**src/rtl/store_buffer_pkg.sv**
```systemverilog
// Shared types and constants for the store buffer slice.
package store_buffer_pkg;

  localparam int unsigned SB_DEPTH = 4;
  localparam int unsigned SB_XLEN  = 32;

  localparam logic [3:0] BE_BYTE = 4'b0001;
  localparam logic [3:0] BE_HALF = 4'b0011;
  localparam logic [3:0] BE_WORD = 4'b1111;

  // Entry fields are sized by SB_XLEN; instantiations keep XLEN equal to it.
  typedef struct packed {
    logic [SB_XLEN-1:0] addr;
    logic [SB_XLEN-1:0] wdata;
    logic [3:0]         be;
  } store_entry_t;

endpackage

```
**src/rtl/store_align.sv**
```systemverilog
// Lane alignment of a store and detection of illegal size/offset combinations.
module store_align import store_buffer_pkg::*; #(
  parameter int unsigned XLEN = SB_XLEN
) (
  input  logic [XLEN-1:0] i_addr,
  input  logic [XLEN-1:0] i_wdata,
  input  logic [3:0]      i_we,
  output logic [XLEN-1:0] o_addr,
  output logic [XLEN-1:0] o_wdata,
  output logic [3:0]      o_be,
  output logic            o_misalign
);

  logic [1:0] w_off;

  assign w_off   = i_addr[1:0];
  assign o_addr  = {i_addr[XLEN-1:2], 2'b00};
  assign o_be    = i_we << w_off;
  assign o_wdata = i_wdata << {w_off, 3'b000};

  always_comb begin
    o_misalign = 1'b1;
    case (i_we)
      BE_BYTE: o_misalign = 1'b0;
      BE_HALF: o_misalign = w_off[0];
      BE_WORD: o_misalign = (w_off != 2'b00);
      default: o_misalign = 1'b1;
    endcase
  end

endmodule

```
**src/rtl/store_buffer.sv**
```systemverilog
// In-order store buffer between execute and data memory, with load hazard detection.
module store_buffer import store_buffer_pkg::*; #(
  parameter int unsigned DEPTH = SB_DEPTH,
  parameter int unsigned XLEN  = SB_XLEN
) (
  input  logic                         clk,
  input  logic                         rst_n,
  input  logic                         st_valid,
  output logic                         st_ready,
  input  logic [XLEN-1:0]              st_addr,
  input  logic [XLEN-1:0]              st_wdata,
  input  logic [3:0]                   st_we,
  input  logic                         ld_check,
  input  logic [XLEN-1:0]              ld_addr,
  output logic                         ld_hazard,
  output logic                         mem_valid,
  input  logic                         mem_ready,
  output logic [XLEN-1:0]              mem_addr,
  output logic [XLEN-1:0]              mem_wdata,
  output logic [3:0]                   mem_be,
  output logic                         misalign,
  output logic [$clog2(DEPTH+1)-1:0]   count
);

  localparam int unsigned PTRW = $clog2(DEPTH);
  localparam int unsigned CW   = $clog2(DEPTH + 1);

  store_entry_t    r_mem [DEPTH];
  logic [PTRW-1:0] r_wptr;
  logic [PTRW-1:0] r_rptr;
  logic [CW-1:0]   r_count;
  logic            r_misalign;

  logic [XLEN-1:0] w_addr;
  logic [XLEN-1:0] w_wdata;
  logic [3:0]      w_be;
  logic            w_mis;
  logic            w_accept;
  logic            w_push;
  logic            w_pop;
  logic            w_hazard;

  store_align #(.XLEN(XLEN)) u_align (
    .i_addr     (st_addr),
    .i_wdata    (st_wdata),
    .i_we       (st_we),
    .o_addr     (w_addr),
    .o_wdata    (w_wdata),
    .o_be       (w_be),
    .o_misalign (w_mis)
  );

  assign st_ready  = (r_count != CW'(DEPTH));
  assign mem_valid = (r_count != '0);
  assign w_accept  = st_valid & st_ready;
  assign w_push    = w_accept & ~w_mis;
  assign w_pop     = mem_valid & mem_ready;

  assign mem_addr  = r_mem[r_rptr].addr;
  assign mem_wdata = r_mem[r_rptr].wdata;
  assign mem_be    = r_mem[r_rptr].be;
  assign count     = r_count;
  assign misalign  = r_misalign;
  assign ld_hazard = w_hazard;

  always_ff @(posedge clk or negedge rst_n) begin
    if (!rst_n) begin
      r_wptr     <= '0;
      r_rptr     <= '0;
      r_count    <= '0;
      r_misalign <= 1'b0;
    end else begin
      r_misalign <= w_accept & w_mis;
      if (w_push) r_wptr <= r_wptr + 1'b1;
      if (w_pop)  r_rptr <= r_rptr + 1'b1;
      case ({w_push, w_pop})
        2'b10:   r_count <= r_count + 1'b1;
        2'b01:   r_count <= r_count - 1'b1;
        default: r_count <= r_count;
      endcase
    end
  end

  always_ff @(posedge clk) begin
    if (w_push) r_mem[r_wptr] <= '{addr: w_addr, wdata: w_wdata, be: w_be};
  end

  // A slot is occupied when its distance from the read pointer (mod DEPTH) is below count.
  always_comb begin
    w_hazard = 1'b0;
    if (ld_check) begin
      for (int unsigned i = 0; i < DEPTH; i++) begin
        if ((CW'(PTRW'(PTRW'(i) - r_rptr)) < r_count) &&
            (r_mem[i].addr[XLEN-1:2] == ld_addr[XLEN-1:2]))
          w_hazard = 1'b1;
      end
      if (w_push && (w_addr[XLEN-1:2] == ld_addr[XLEN-1:2]))
        w_hazard = 1'b1;
    end
  end

endmodule

```
**config.mk**
```make
export PLATFORM = sky130hd
export DESIGN_NAME = store_buffer
export DESIGN_NICKNAME = d
export VERILOG_FILES = /design/src/rtl/store_buffer_pkg.sv /design/src/rtl/store_align.sv /design/src/rtl/store_buffer.sv
export SDC_FILE = /design/constraint.sdc
export NUM_CORES = 1
export LEC_CHECK = 0
export CAP_MARGIN = 0
export CORE_AREA = 2 2 182 130
export CTS_CLUSTER_SIZE = 14
export DETAILED_ROUTE_END_ITERATION = 6
export DIE_AREA = 0 0 184 132
export GPL_ROUTABILITY_DRIVEN = 1
export PLACE_DENSITY_LB_ADDON = 0.1
export SYNTH_ARGS = -nofsm -noshare
export SYNTH_HDL_FRONTEND = slang
export SYNTH_SLANG_ARGS = --single-unit
```
**constraint.sdc**
```tcl
create_clock -name clk -period 9.4 [get_ports clk]
set_clock_uncertainty 0.1 [all_clocks]
set_input_delay 1.41 -clock clk [delete_from_list [all_inputs] [get_ports clk]]
set_output_delay 1.41 -clock clk [all_outputs]
set_load 0.02 [all_outputs]
```
==> results by group <==
Timing
  • RSZ-0062 raised after global routing: no
  • Slew @ Worst Pin: 0.929 ns
  • Final hold viol count: 0
  • Final setup fails: 0
  • Slew Viols, Final: 0
  • Post-route setup slack: 3.58 ns
  • F_max: 172 MHz
  • Minimum clock period: 5.82 ns
  • Rel. slew slack: 0.380
  • TNS Setup: 0 ns
  • Fin crit share: 0.619

Clock network
  • Reg clk slew, reported paths: 0.06 ns
  • Total CTS buffers: 26
  • H-tree levels: 1
  • Maximum buffer depth of the clock tree: 3
  • CTS tree: done
  • Hold_buf cts: 0
  • Sink Count: 272
  • Clock root cell: clkbuf_16
  • Clk_lat worst skew: 0.53 ns
  • Quantity of gates resized following cts: 0
  • Post-CTS Setup Bufs: 0

Floorplan
  • Die Span X: 184 um
  • # IOs: 180
  • Starting Density: 0.556
  • Die footprint: 0.0243 sq mm
  • Rows: 46
  • Core footprint: 0.0224 sq mm
  • Height of the chip: 132 um

Yosys
  • Average size of a mapped cell: 16.9 sq um
  • Synth top area share: 0.636
  • Distinct cells, synth: 41
  • Post-Syn Area: 0.0125 sq mm
  • #FFs+latches synth: 272
  • Top cells by area, synth: edfxtp_1, mux4_2, xor2_1
  • Ys async rst share: 0.0294
  • Sequential-to-total area share from yosys stat: 0.652
  • EDFF count, synth: 264
  • Primary FF master, synth: edfxtp_1
  • Mapped Cells: 736
  • Yosys warnings: 0
  • Synth area leader: edfxtp_1

Drt
  • Initial drt markers: 832
  • Final ANT Viol Nets: 0
  • DR pass1 iterations: 5
  • Routed wire length: 31100 um
  • DRC Markers: 0
  • DR vias: 7194
  • Avg WL per Cell: 26.0 um
  • Via density: 6.01

Worst setup path
  • Reg2reg setup slack: 6.36 ns
  • RR Startpoint: count[2]
  • Worst-case reg-to-reg path depth: 5
  • Startpoint types: input pin
  • Crit-path cells: clkdlybuf4s50_1 -> xor2_1 -> a2111oi_0 -> nand4_1 -> o22ai_1 -> o41a_1 -> clkdlybuf4s50_1
  • CP Class: in2out
  • CP max-delay cell: a2111oi_0
  • Reg2reg end: r_mem[2][17]
  • Crit-path max FO: 5
  • Required time of the critical path: 7.89 ns
  • Delay-heaviest family, CP: buffers and inverters
  • Nature of the critical path endpoint: primary output
  • CP Buf/Inv Count: 2
  • Arrival @ worst endpoint: 4.31 ns
  • Most used cell along the critical path: clkdlybuf4s50_1
  • CP max stage delay: 0.74 ns

Global route
  • Grt ovf: 0
  • Vias in the first global route: 7268
  • Pin count of the biggest net entering global routing: 51
  • First-pass GRT wire length: 46100 um
  • Antenna violations before repair: 1
  • Gr usage total: 0.260

Power and ir drop
  • Pwr dens: 245 mW/mm^2
  • Leakage power: 5.12 nW
  • Peak VDD IR: 200 uV

Place
  • GP Congestion: 0.963
  • PortBufs: 175
  • DP Area: 0.0144 sq mm
  • Detailed placement HPWL: 22000 um
  • Post-Place Setup Slack: 3.65 ns

Min path
  • Hold EP: count[1]
  • Hold Path Class: reg2reg
  • Hold Crit Depth: 2
  • Worst min-delay path startpoint: count[1]

Outcome
  • Status: complete, no violations

Cells and area
  • Final instance area: 0.0152 sq mm
  • Fill cells: 1518
  • Area Overhead vs Synth: 22.1%
  • Layout cells sized above 1: 0.140
  • Multi-input logic area: 0.00408 sq mm
  • FF/Latch Area: 0.00813 sq mm
  • Final #Nets: 1006

Flow run
  • Maxcap violations: 0
state kept, by name (all words and copies together) (netlist names):
name	flops
misalign	1
count	3
r_wptr	2
r_mem	264
r_rptr	2
tightest hold or removal path, stage by stage (launching register included):
cell     delay [ns]
dfrtp_1        0.43
nand2_1        0.07
o21ai_0        0.07
routing by layer:
metal  GRT usage  vias up  share of wire
met5           0        -              0
li1            -     3132              -
met4      0.0409        0          0.011
met2       0.375      338           0.44
met1       0.415     3692           0.46
met3      0.0608       32          0.093
logic make-up after synthesis:
family,count (synthesis),share of synthesized area
buffers and inverters,67,0.0220
AND/OR/NAND/NOR,105,0.0490
AO/OA/AOI/OAI,40,0.0217
other,1,0.000301
adder cells (fa/ha/maj),10,0.0106
XOR/XNOR,157,0.110
flip-flops,272,0.652
multiplexers,84,0.135
final cells by class:
cell class / count / area share
sequential: 272 / 0.534
multi-input combinational: 398 / 0.268
timing repair buffer: 183 / 0.119
clock buffer: 30 / 0.0451
tap: 288 / 0.0237
clock inverter: 15 / 0.00821
inverter: 10 / 0.00263
antenna: 1 / 0.000164
how the worst max path moves through the flow:
stage	from	end	slack, ns	cells after the start
after floorplan	st_addr[1]	ld_hazard	5.22	6
after global placement	ld_addr[30]	ld_hazard	3.70	7
after detailed placement	ld_addr[30]	ld_hazard	3.65	7
after CTS	ld_addr[30]	ld_hazard	3.69	7
after global routing	ld_addr[31]	ld_hazard	3.54	7
final	ld_addr[30]	ld_hazard	3.58	7
power by group:
part | internal (mW) | switching, mW | leakage [nW]
clock | 0.574 | 0.430 | 0.390
combinational | 0.634 | 0.629 | 2.24
sequential | 1.38 | 0.0881 | 2.48
cell usage after synthesis, types with 2 or more instances:
| library cell | instances |
|---|---|
| a2111oi_0 | 4 |
| a211oi_1 | 9 |
| a21oi_1 | 11 |
| and2_1 | 9 |
| and2_2 | 4 |
| and2b_2 | 2 |
| buf_1 | 5 |
| buf_2 | 10 |
| buf_4 | 2 |
| clkbuf_1 | 40 |
| dfrtp_1 | 8 |
| edfxtp_1 | 264 |
| ha_1 | 9 |
| inv_1 | 8 |
| mux2i_1 | 17 |
| mux4_2 | 67 |
| nand2_1 | 13 |
| nand2b_1 | 2 |
| nand3_1 | 3 |
| nand4_1 | 8 |
| nor2_1 | 13 |
| nor2b_1 | 10 |
| nor3_1 | 3 |
| nor4_1 | 33 |
| o211ai_1 | 2 |
| o21ai_0 | 10 |
| xnor2_1 | 8 |
| xor2_1 | 149 |
placed cells by master, fill, tap and decap left out, drive strengths merged, types with 9 or more instances in the layout:
cell type,instances
inv,10
mux4,67
edfxtp,264
xor2,149
clkinv,10
clkbuf,30
mux2i,17
nor2,13
a21oi,11
a211oi,9
clkdlybuf4s50,175
nor2b,10
ha,9
nand2,13
and2,14
nor4,33
o21ai,10
per-stage QoR:
stage,util,std cells,hold WS [ns],power (mW)
final,0.679,1197,0.508,3.74
after global routing,0.679,1197,0.541,3.89
after CTS,0.679,1196,0.495,3.77
after detailed placement,0.642,1151,0.479,2.76
after global placement,0.642,1151,0.483,2.75
after floorplan,-,737,0.480,2.23
Note: power is estimated with default switching activity, not from simulation.
